--- config.mk ---
export PLATFORM = sky130hd
export DESIGN_NAME = vga_timing_gen
export DESIGN_NICKNAME = d
export VERILOG_FILES = /design/src/rtl/vga_timing_pkg.sv /design/src/rtl/timing_axis.sv /design/src/rtl/vga_timing_gen.sv
export SDC_FILE = /design/constraint.sdc
export NUM_CORES = 1
export LEC_CHECK = 0
export ABC_AREA = 1
export BUFFER_PORTS_ARGS = -buffer_cell sky130_fd_sc_hd__buf_2
export CELL_PAD_IN_SITES_DETAIL_PLACEMENT = 1
export CELL_PAD_IN_SITES_GLOBAL_PLACEMENT = 1
export CORE_AREA = 3 3 101 55
export DETAILED_ROUTE_END_ITERATION = 6
export DIE_AREA = 0 0 104 58
export GPL_TIMING_DRIVEN = 0
export PLACE_DENSITY_LB_ADDON = 0.25
export RECOVER_POWER = 25
export SETUP_SLACK_MARGIN = 0.02
export SLEW_MARGIN = 40
export SYNTH_ARGS = -nofsm -noshare
export SYNTH_HDL_FRONTEND = slang
export SYNTH_SLANG_ARGS = --single-unit
--- constraint.sdc ---
create_clock -name clk -period 2.4 [get_ports clk]
set_clock_uncertainty 0.1 [all_clocks]
set_input_delay 0.24 -clock clk [delete_from_list [all_inputs] [get_ports clk]]
set_output_delay 0.24 -clock clk [all_outputs]
set_load 0.05 [all_outputs]
--- src/rtl/vga_timing_pkg.sv ---
// Shared constants, phase encoding and phase decode for the raster timing generator.
// Holds the standard mode parameter sets and the sync polarity names.
package vga_timing_pkg;

    typedef enum logic [1:0] {
        PH_ACTIVE,
        PH_FP,
        PH_SYNC,
        PH_BP
    } phase_t;

    localparam bit POL_NEG = 1'b0;
    localparam bit POL_POS = 1'b1;

    // 640x480@60
    localparam int M640_H_ACTIVE = 640;
    localparam int M640_H_FP     = 16;
    localparam int M640_H_SYNC   = 96;
    localparam int M640_H_BP     = 48;
    localparam int M640_V_ACTIVE = 480;
    localparam int M640_V_FP     = 10;
    localparam int M640_V_SYNC   = 2;
    localparam int M640_V_BP     = 33;

    // 800x600@60
    localparam int M800_H_ACTIVE = 800;
    localparam int M800_H_FP     = 40;
    localparam int M800_H_SYNC   = 128;
    localparam int M800_H_BP     = 88;
    localparam int M800_V_ACTIVE = 600;
    localparam int M800_V_FP     = 1;
    localparam int M800_V_SYNC   = 4;
    localparam int M800_V_BP     = 23;

    // Phase from cumulative boundaries; a zero-width porch
    // collapses its range so that phase is never returned.
    function automatic phase_t axis_phase(
        input int cnt,
        input int act,
        input int fp,
        input int sy
    );
        phase_t ph;
        if (cnt < act) begin
            ph = PH_ACTIVE;
        end else if (cnt < act + fp) begin
            ph = PH_FP;
        end else if (cnt < act + fp + sy) begin
            ph = PH_SYNC;
        end else begin
            ph = PH_BP;
        end
        return ph;
    endfunction

endpackage

--- src/rtl/timing_axis.sv ---
// One raster axis: wrapping position counter plus phase decode.
// Ports: clk, rst (sync, high), cen (advance); count, wrap (terminal), active, sync (line level).
module timing_axis
    import vga_timing_pkg::*;
#(
    parameter int WIDTH  = 10,
    parameter int ACTIVE = 640,
    parameter int FP     = 16,
    parameter int SYNC   = 96,
    parameter int BP     = 48,
    parameter bit POL    = 1'b0
) (
    input  logic             clk,
    input  logic             rst,
    input  logic             cen,
    output logic [WIDTH-1:0] count,
    output logic             wrap,
    output logic             active,
    output logic             sync
);

    localparam int TOTAL = ACTIVE + FP + SYNC + BP;
    localparam logic [WIDTH-1:0] L_LAST = WIDTH'(TOTAL - 1);

    logic [WIDTH-1:0] r_cnt;
    phase_t           w_phase;

    always_ff @(posedge clk) begin
        if (rst) begin
            r_cnt <= '0;
        end else if (cen) begin
            if (r_cnt == L_LAST) begin
                r_cnt <= '0;
            end else begin
                r_cnt <= r_cnt + WIDTH'(1);
            end
        end
    end

    assign w_phase = axis_phase(32'(r_cnt), ACTIVE, FP, SYNC);

    assign count  = r_cnt;
    assign wrap   = (r_cnt == L_LAST);
    assign active = (w_phase == PH_ACTIVE);
    // Drive the line level directly so the top only registers it.
    assign sync   = (w_phase == PH_SYNC) ? POL : ~POL;

endmodule

--- src/rtl/vga_timing_gen.sv ---
// Parametrised raster timing generator: syncs, data enable, position, line/frame strobes.
// Ports: clk, rst (sync, high), cen (pixel enable); hsync, vsync, de, x, y, line_start, frame_start.
module vga_timing_gen
    import vga_timing_pkg::*;
#(
    parameter int WIDTH    = 10,
    parameter int H_ACTIVE = 640,
    parameter int H_FP     = 16,
    parameter int H_SYNC   = 96,
    parameter int H_BP     = 48,
    parameter int V_ACTIVE = 480,
    parameter int V_FP     = 10,
    parameter int V_SYNC   = 2,
    parameter int V_BP     = 33,
    parameter bit HS_POL   = POL_NEG,
    parameter bit VS_POL   = POL_NEG
) (
    input  logic             clk,
    input  logic             rst,
    input  logic             cen,
    output logic             hsync,
    output logic             vsync,
    output logic             de,
    output logic [WIDTH-1:0] x,
    output logic [WIDTH-1:0] y,
    output logic             line_start,
    output logic             frame_start
);

    logic [WIDTH-1:0] w_h_cnt;
    logic [WIDTH-1:0] w_v_cnt;
    logic             w_h_wrap;
    logic             w_v_wrap;
    logic             w_h_act;
    logic             w_v_act;
    logic             w_h_sync;
    logic             w_v_sync;
    logic             w_v_adv;

    logic [WIDTH-1:0] r_x;
    logic [WIDTH-1:0] r_y;
    logic             r_hs;
    logic             r_vs;
    logic             r_de;
    logic             r_ls;
    logic             r_fs;
    logic             r_at_top;

    // Vertical steps once per completed line.
    assign w_v_adv = cen & w_h_wrap;

    timing_axis #(
        .WIDTH  (WIDTH),
        .ACTIVE (H_ACTIVE),
        .FP     (H_FP),
        .SYNC   (H_SYNC),
        .BP     (H_BP),
        .POL    (HS_POL)
    ) u_h_axis (
        .clk    (clk),
        .rst    (rst),
        .cen    (cen),
        .count  (w_h_cnt),
        .wrap   (w_h_wrap),
        .active (w_h_act),
        .sync   (w_h_sync)
    );

    timing_axis #(
        .WIDTH  (WIDTH),
        .ACTIVE (V_ACTIVE),
        .FP     (V_FP),
        .SYNC   (V_SYNC),
        .BP     (V_BP),
        .POL    (VS_POL)
    ) u_v_axis (
        .clk    (clk),
        .rst    (rst),
        .cen    (w_v_adv),
        .count  (w_v_cnt),
        .wrap   (w_v_wrap),
        .active (w_v_act),
        .sync   (w_v_sync)
    );

    // Outputs present the counter values one enabled edge late.
    // r_at_top is set while the vertical counter is on line 0, taken
    // from the vertical terminal count at each line wrap.
    always_ff @(posedge clk) begin
        if (rst) begin
            r_x      <= '0;
            r_y      <= '0;
            r_hs     <= ~HS_POL;
            r_vs     <= ~VS_POL;
            r_de     <= 1'b0;
            r_ls     <= 1'b0;
            r_fs     <= 1'b0;
            r_at_top <= 1'b1;
        end else if (cen) begin
            r_x  <= w_h_cnt;
            r_y  <= w_v_cnt;
            r_hs <= w_h_sync;
            r_vs <= w_v_sync;
            r_de <= w_h_act & w_v_act;
            r_ls <= (w_h_cnt == '0);
            r_fs <= (w_h_cnt == '0) & r_at_top;
            if (w_h_wrap) begin
                r_at_top <= w_v_wrap;
            end
        end
    end

    assign x           = r_x;
    assign y           = r_y;
    assign hsync       = r_hs;
    assign vsync       = r_vs;
    assign de          = r_de;
    assign line_start  = r_ls;
    assign frame_start = r_fs;

endmodule

* Yosys cells after proc, flatten, opt, wreduce, memory -nomap -nowiden
Cells that the tools add are included.
** Operators by class
- Magnitude comparators :: 6
- Eq/ne operators :: 4
- Muxes and demuxes :: 10
- Add/subtract/negate cells :: 2
- Bitwise operators :: 3
- Reduce and logical (&&, ||, !) cells :: 4
** Operator list (number)
- less-than comparator 10 bit, second input constant :: 3
- less-than comparator 10 x 9 -> 1 bit, second input constant :: 3
- adder 10 x 1 -> 10 bit, second input constant :: 2
- equality test 10 bit, second input constant :: 2
- two-way mux 10 bit :: 2
- zero test 10 bit :: 1
- two-way mux 2 bit :: 4
- equality test 2 bit, second input constant :: 2
- zero test 2 bit :: 2
- two-way mux 1 bit :: 4
- bitwise AND 1 bit :: 3
- AND reduction 2 bit :: 1
** Storage, ports and cells
- Register bits :: 46
- Input port bits :: 3
- Output and inout bits :: 25
- Logic and storage cells :: 39

* Depth between registers and ports, before layout
Gate-level depths: netlist of run 1.
- Depth after elaboration :: 6
- Mapped depth :: 9
- Gate-level depth less buffers :: 9

* Cells and area by module
Synthesis of run 1 repeated with hierarchy kept, for this count alone.
** Second synthesis, totals
- Cells, all modules :: 279
- Area, all modules :: 2039.5 um^2
** By module, submodules not included
- vga_timing_gen :: instances 1, seq. area each 520.5 um^2, cells an instance 121, area an instance 922.1 um^2
- timing_axis at u_v_axis :: instances 1, seq. area each 200.2 um^2, cells an instance 81, area an instance 568.0 um^2
- timing_axis at u_h_axis :: instances 1, seq. area each 200.2 um^2, cells an instance 77, area an instance 549.3 um^2

* Worst setup path before layout of run 1
OpenSTA, ideal clock, no wires.
- Kind :: reg2reg
- Start :: register u_h_axis.r_cnt[1], in the netlist u_h_axis.count[1]
- End :: register u_v_axis.r_cnt[2], in the netlist u_v_axis.count[2]
- Slack :: 928 ps
- Period minus slack after synthesis :: 1472 ps
- Cell stages (with the launch flop) :: 9
- Library setup time :: 116 ps
- Data required time :: 2184 ps
- Path buffers :: 0
- Arrival time :: 1256 ps
- Cell sequence :: dfxtp_1 > ha_1 > nand2_1 > nor2_1 > nand3_2 > nand2_4 > nand2_1 > o21ai_0 > nor2_1
** Between the ends
- Word-level cells in the longest chain between the ends :: 2
** Ends and longest elaborated chain
- from (decl) :: line timing_axis.sv:25 : logic [WIDTH-1:0] r_cnt;
- from (signal assigned) :: line timing_axis.sv:35 : r_cnt <= r_cnt + WIDTH'(1);
- equality test 10 bit :: line timing_axis.sv:43 : assign wrap = (r_cnt == L_LAST);
- bitwise AND 1 bit :: line vga_timing_gen.sv:50 : assign w_v_adv = cen & w_h_wrap;
- to (signal assigned) :: line timing_axis.sv:35
- to (decl) :: line timing_axis.sv:25
No other way between the ends.
A chain may end at the register's enable or synchronous reset.

* Final worst setup path of run 1
Same ends and word-level chain as after synthesis.

==> results.md, run 1 <==
Yosys:
- Counting every net in the synthesized netlist gives 293.
- The Yosys step of the flow raised 0 warnings.
- The sequential-to-total area share from yosys stat is 44.85%.
- Counting flops and latches in the post-synthesis netlist gives 46.
- The count of cell types in the netlist is 28.
- The netlist area before placement is 2053 sq um.
- The count of mapped cells out of synthesis is 286.
- The synthesized area per cell is 7.179 sq um.
- Of all cell types, the one taking the most synthesized area is dfxtp_1.
- Yosys attributes the largest share of cell area to dfxtp_1, nand2_1, a21oi_1, nor2_1, inv_1.
- The area fraction of the dominant cell type after synthesis is 44.85%.

Route:
- The length of the first detailed-routing pass in iterations is 4.
- Dividing the detail-routed via count by the number of cells gives 5.300.
- After detailed routing, the number of remaining DRC violations is 0.
- For this block, the initial DRC count from the detailed router was 123.
- The detailed router placed 2067 vias in this run.
- In this run the remaining antenna-violating nets after routing total 0.
- The routed length per instance is 16.22 um.
- After detailed routing, the total wire length is 6.327 mm.

Placed design:
- Summing all placed instances gives a cell area of 2271 sq um.
- The number of port buffers is 26.
- Routability-driven placement finished with a final weighted congestion of 0.8191.
- The HPWL after detailed placement is 4.783 mm.

Worst setup path:
- The worst setup path is launched from a flip-flop.
- The sort of element at the end of the critical path is a flip-flop.
- The worst path required time is 2.50 ns.
- The category of the critical setup timing path is flip-flop to flip-flop.
- The peak fanout along the critical path is 8.
- The worst endpoint data arrival time is 2.04 ns.

Clocking:
- The CTS clock-pin slew for the worst setup and hold paths is 0.09 ns.
- The count of buffers added by post-CTS timing repair for setup is 0.
- The total CTS buffers is 5.
- The clock reaches the later pin of the worst-skew pair after 0.31 ns.
- Post-CTS repair changed the size of 0 cells.
- The maximum clock insertion buffer count is 2.
- The cell sitting at the root of the clock tree is a clkbuf_8.
- The number of hold buffers added after cts is 0.
- The CTS tree is done.
- The number of H-tree levels is 2.
- The tree built by TritonCTS fans out to 46 sinks.

Final layout:
- The layout has 667 filler cells.
- The area growth from synthesis to layout is 15.54%.
- The final instance area is 2372 sq um.
- The most common cell after layout, fill and taps aside is nand2_1.
- Measured on the finished design, the core utilization comes to 49.69%.
- The library cells used most frequently in the layout, excluding fill and tap cells, are nand2_1, dfxtp_1, nor2_1, inv_1, a21oi_1.
- Cells with a size suffix above 1 make up 12.19% of the layout.
- The net count of the finished layout is 326.
- The number of antenna diodes in the final layout is 0.

STA:
- For the finished layout, the period the worst path requires is 1.944 ns.
- Setup repair after global routing left no endpoint under its margin.
- The worst relative slew slack is 60.28%.
- The final number of setup-violating endpoints is 0.
- Of the available clock period, the critical path in the final layout requires 81.01%.
- The maximum clock rate is 514.3 MHz.
- The number of endpoints with negative hold slack in the final report is 0.
- For the pin with the worst max-slew slack, the measured transition is 0.5983 ns.
- Summed over all failing endpoints, the final setup total negative slack is 0 ns.
- The final number of max-transition violations is 0.

Run:
- The max capacitance violation total is 0.

Floorplan:
- The area of the core is 4775 sq um.
- The die covers 6032 sq um.
- In this run the count of I/O pins placed on the die edge is 28.
- Measured along the x axis, the die boundary spans 104 um.
- From bottom edge to top edge, the die measures 58 um.
- The number of rows in the core area is 18.
- The initial utilization of the core area, before any placement, comes to 43.00%.

Power and ir drop:
- The leakage power figure is 1.016 nW.
- The power per cell area is 671.1 nW/um^2.
- The peak ir drop on the vdd network is 0.3566 mV.

Global routing:
- The number of antenna violations at the first check in global routing is 0.
- Global routing consumed, on the met1 layer, 34.90% of the routing resources.
- The global-route usage over all layers is 22.54%.
- Global routing used 6.007% of the available met3 tracks.
- Entering global routing, the biggest net connects 16 pins.
- Global routing finished with a remaining overflow of 0.
- The peak-usage layer in the global routing report is met1.
- The met2 track utilization from global routing is 30.56%.
- The number of global-route vias before repair is 2043.
- The first global-routing pass estimated 10.65 mm of wire.

Outcome:
- The flow ran to the end, and the final reports show no timing, DRC or antenna violations.

Hold path:
- The type of the most critical hold path is input pin to flip-flop.
[final cells by class]
class	count	area (sq um)	area share, %
Clock inverter	3	43.79	1.846
Clock buffer	5	68.82	2.901
Buffer	10	46.29	1.951
Timing Repair Buffer	26	122.6	5.169
Tap cell	70	87.58	3.692
Sequential cell	46	920.9	38.82
Inverter	37	138.9	5.854
Multi-Input combinational cell	193	943.4	39.77
[report_power, final]
group          total [mW]  switching, mW  internal [mW]
clock               0.604          0.292          0.313
combinational       0.185          0.146         0.0391
sequential          0.802         0.0141          0.788
[critical path, cell delays in order, from the launching register on]
cell and delay (ns):
dfxtp_1 0.42, ha_1 0.21, nand2_1 0.15, nor2_1 0.20, nand3_2 0.20, nand2_4 0.18
nand2_1 0.16, o21ai_0 0.14, nor2_1 0.07
[metal layers]
| metal | share of wire [%] | wire length [um] |
|---|---|---|
| met5 | 0 | 0 |
| met4 | 0.82 | 52 |
| met3 | 8.3 | 525 |
| met2 | 38 | 2378 |
| met1 | 53 | 3370 |
[flip-flops by register name, summed over array words and instances, names as in the netlist]
register	cells
u_h_axis.count	10
x	10
line_start	1
hsync	1
frame_start	1
de	1
r_at_top	1
y	10
vsync	1
u_v_axis.count	10
[cell families (layout without fill, tap and decap cells)]
family / after synthesis / count (layout) / share of synthesized area, %
simple gates: 122 / 122 / 26.57
compound gates: 66 / 66 / 16.51
buf+inv: 47 / 81 / 9.202
flops: 46 / 46 / 44.85
fa+ha+maj: 4 / 4 / 2.438
xor+xnor: 1 / 1 / 0.4266
[through the flow]
step	power [mW]	hold WS [ns]	std cells	setup WS [ns]
after floorplan	0.9543	0.2185	286	0.9284
after global placement	1.001	0.3453	382	0.6293
after detailed placement	1.006	0.3489	382	0.5461
after CTS	1.602	0.1231	390	0.4843
after global routing	1.657	0.2502	390	0.3494
final	1.592	0.2693	390	0.4557
[cell usage after synthesis (all sizes together)]
cell type  number
buf             4
inv            37
nand4           6
ha              4
dfxtp          46
nand3          16
xor2            1
nand2          53
nor2           37
nor3b           2
a31oi           1
a21oi          35
o21ai          27
clkbuf          6
nor3            7
or2             1
a211oi          3
[final timing paths]
kind,slack (ns),start,cells after the start,endpoint
max reg2reg,0.46,u_h_axis.count[1],8,u_v_axis.count[2]
max,0.46,u_h_axis.count[1],8,u_v_axis.count[2]
min reg2reg,0.36,x[0],2,x[0]
min,0.27,rst,2,y[9]
(Power assumes the default switching activity.)
==> run 2, diff against run 1 <==
--- a/config.mk
+++ b/config.mk
@@ -9,9 +9,9 @@
 export BUFFER_PORTS_ARGS = -buffer_cell sky130_fd_sc_hd__buf_2
 export CELL_PAD_IN_SITES_DETAIL_PLACEMENT = 1
 export CELL_PAD_IN_SITES_GLOBAL_PLACEMENT = 1
-export CORE_AREA = 3 3 101 55
+export CORE_AREA = 3 3 111 60
 export DETAILED_ROUTE_END_ITERATION = 6
-export DIE_AREA = 0 0 104 58
+export DIE_AREA = 0 0 114 63
 export GPL_TIMING_DRIVEN = 0
 export PLACE_DENSITY_LB_ADDON = 0.25
 export RECOVER_POWER = 25
==> constraint.sdc (replaced) <==
create_clock -name clk -period 1.7 [get_ports clk]
set_clock_uncertainty 0.1 [all_clocks]
set_input_delay 0.17 -clock clk [delete_from_list [all_inputs] [get_ports clk]]
set_output_delay 0.17 -clock clk [all_outputs]
set_load 0.05 [all_outputs]
==> run 2 against run 1 <==
Against the previous run: flip-flop and latch count unchanged; clock power is 55% higher; maximum frequency grew 28%; worst hold slack worse by 0.075 ns; non-clock buffer count is 4 higher; sequential power grew 42%; highest routed layer unchanged.
==> results.md, run 2 (synthesis results as in run 1) <==
Final layout:
- The total inserted antenna cells is 0 (unchanged).
- Commonest cells after routing, fill and taps aside: nand2_1, dfxtp_1, a21oi_1, inv_1, nor2_1 (was nand2_1, dfxtp_1, nor2_1, inv_1, a21oi_1).
- The final cell count without fillers is 400 (was 390).
- The net count of the finished layout is 330 (was 326).
- The ratio of cells with drive above 1 in the final layout came to 13.62% (was 12.19%).
- The most common cell after layout, fill and taps aside is nand2_1 (unchanged).
- The area added between synthesis and finish is 20.90% (was 15.54%).

Route:
- The routed length per instance came to 15.97 um (was 16.22 um).
- The DRC violation count after routing came to 0 (unchanged).
- The count of routing violations after the opening detailed-route iteration is 91 (was 123).
- The post-detailed-route count of antenna-violating nets is 0 (unchanged).
- The routed via count divided by cell count is 4.920 (was 5.300).
- The count of vias placed by the detailed router is 1968 (was 2067).
- The wire length after detailed routing is 6.387 mm (was 6.327 mm).
- The length of the first detailed-routing pass in iterations is 4 (unchanged).

Floorplan:
- The effective utilization at floorplan was 35.06% (was 43.00%).
- The number of rows in the core area is 20 (was 18).
- The width of the die is 114 um (was 104 um).
- The chip height came to 63 um (was 58 um).
- The full die area is 7182 sq um (was 6032 sq um).
- The number of ports placed on the die boundary is 28 (unchanged).
- The area of the core is 5856 sq um (was 4775 sq um).

Clocking:
- The number of H-tree levels came to 2 (unchanged).
- The maximum clock insertion buffer count is 2 (unchanged).
- The clock latency on the worst-skew pair was 0.29 ns (was 0.31 ns).
- The number of hold buffers added after cts came to 0 (unchanged).
- The CTS clock-pin slew for the worst setup and hold paths came to 0.06 ns (was 0.09 ns).
- The total CTS buffers is 5 (unchanged).
- The number of sinks on the clock net came to 46 (unchanged).
- The CTS root buffer is clkbuf_16 (was clkbuf_8).
- The CTS tree is done (unchanged).

Worst setup path:
- The worst endpoint data arrival time is 1.60 ns (was 2.04 ns).
- The category of the critical setup timing path is flip-flop to flip-flop (unchanged).
- The peak fanout along the critical path was 4 (was 8).
- The worst path required time came to 1.78 ns (was 2.50 ns).
- The sort of element at the end of the critical path is a flip-flop (unchanged).
- The kind of start point of the critical path was a flip-flop (unchanged).

Placed design:
- The HPWL after detailed placement is 4.855 mm (was 4.783 mm).
- The routability congestion estimate is 0.8440 (was 0.8191).
- The cell total after placement is 389 (was 382).
- The number of port buffers is 26 (unchanged).

STA:
- The measured slew at the worst slew-check pin is 0.6102 ns (was 0.5983 ns).
- The fraction of the cycle the final worst path needs is 89.66% (was 81.01%).
- The worst-case hold slack is 0.1938 ns (was 0.2693 ns).
- The maximum clock rate was 656.1 MHz (was 514.3 MHz).
- The final number of setup-violating endpoints is 0 (unchanged).
- The clock period minus worst slack is 1.524 ns (was 1.944 ns).
- The accumulated negative setup slack came to 0 ns (unchanged).
- The number of endpoints with negative hold slack in the final report is 0 (unchanged).
- RSZ-0062 raised after global routing: no (unchanged).
- The final number of max-transition violations is 0 (unchanged).
- The worst relative slew slack is 59.49% (was 60.28%).

Global routing:
- The global-route usage over all layers came to 19.07% (was 22.54%).
- The number of antenna violations at the first check in global routing is 0 (unchanged).
- The largest net degree at the start of global routing was 13 (was 16).
- The aggregate global routing overflow was 0 (unchanged).
- The number of global-route vias before repair was 1946 (was 2043).
- The first-pass GRT wire length is 10.53 mm (was 10.65 mm).

Power and ir drop:
- The leakage power figure is 1.037 nW (was 1.016 nW).
- The power per cell area is 942.7 nW/um^2 (was 671.1 nW/um^2).
- The part of the total power dissipated in the clock network is 40.0% (was 37.9%).
- The cell-internal power is 1.712 mW (was 1.140 mW).
- The total power draw is 2.340 mW (was 1.592 mW).
- The peak ir drop on the vdd network is 0.3510 mV (was 0.3566 mV).
- The fraction of power consumed by sequential logic is 48.5% (was 50.4%).
- The switching power as a share of total power is 26.86% (was 28.39%).
- The share of total power in combinational logic is 11.5% (was 11.7%).
- The net load switching power is 0.6286 mW (was 0.4520 mW).

Hold path:
- The type of the most critical hold path was input pin to flip-flop (unchanged).

Outcome:
- Outcome: finished clean (unchanged).

Run:
- The max capacitance violation total is 0 (unchanged).
==> run 2: cell count changes in the layout (fill, tap and decap cells not counted), moves of 3 or more <==
cell and change:
nor2_4 +3, clkbuf_8 -5, buf_4 +5, clkbuf_1 +8, buf_2 -7, nor2_1 -4
dfxtp_1 -3, clkbuf_16 +5, dfxtp_2 +3
==> run 2: area by class of cell <==
cell class | count | area (sq um)
Inverter | 37 | 138.9
Sequential cell | 46 | 924.6
Clock buffer | 7 | 132.6
Timing Repair Buffer | 30 | 143.9
Fill cell | 750 | 3373
Buffer | 10 | 50.05
Multi-Input combinational cell | 193 | 996.0
Tap cell | 77 | 96.34
==> run 2: through the flow <==
step	util, %	setup WS (ns)	area [sq um]
detailed placement	38.93	-0.1009	2280
finish	42.39	0.1758	2482
global placement	38.93	-0.09728	2280
global route	42.39	0.03347	2482
floorplan	-	0.2284	2053
CTS	41.88	0.02434	2452
==> run 2: worst paths after layout <==
kind	start	end	slack (ns)	cells past startpoint
max	u_v_axis.count[0]	u_v_axis.count[2]	0.18	7
min	cen	y[1]	0.19	3
max reg2reg	u_v_axis.count[0]	u_v_axis.count[2]	0.18	7
min reg2reg	x[0]	x[0]	0.37	2
==> run 2: power by group through the flow <==
stage               sequential, mW  combinational [mW]  clock [mW]
floorplan                     1.27              0.0822           0
global placement              1.16               0.262           0
detailed placement            1.16               0.264           0
CTS                           1.13               0.271       0.951
global route                  1.14               0.292        1.00
finish                        1.14               0.269       0.935
==> run 2: critical path: stages (launching register included) <==
cell and delay (ns):
dfxtp_1 0.34, inv_1 0.12, ha_1 0.23, nand3_1 0.10
o21ai_1 0.19, nand2_1 0.16, o21ai_0 0.12, nor2_1 0.06
==> run 2: what timing repair did <==
| item | 4_1_cts | 5_1_grt |
|---|---|---|
| gates cloned | 0 | 0 |
| resized for setup | 3 | 14 |
| pin swaps | 2 | 1 |
| endpoints found under the setup margin | 8 | 15 |
| buffers inserted | 4 | 0 |
==> run 2: metal layers <==
layer  GRT usage, %  wire (um)
met1          32.98       3821
met2          21.94       2162
met3          5.029        370
met4          3.407         32
met5              0          0
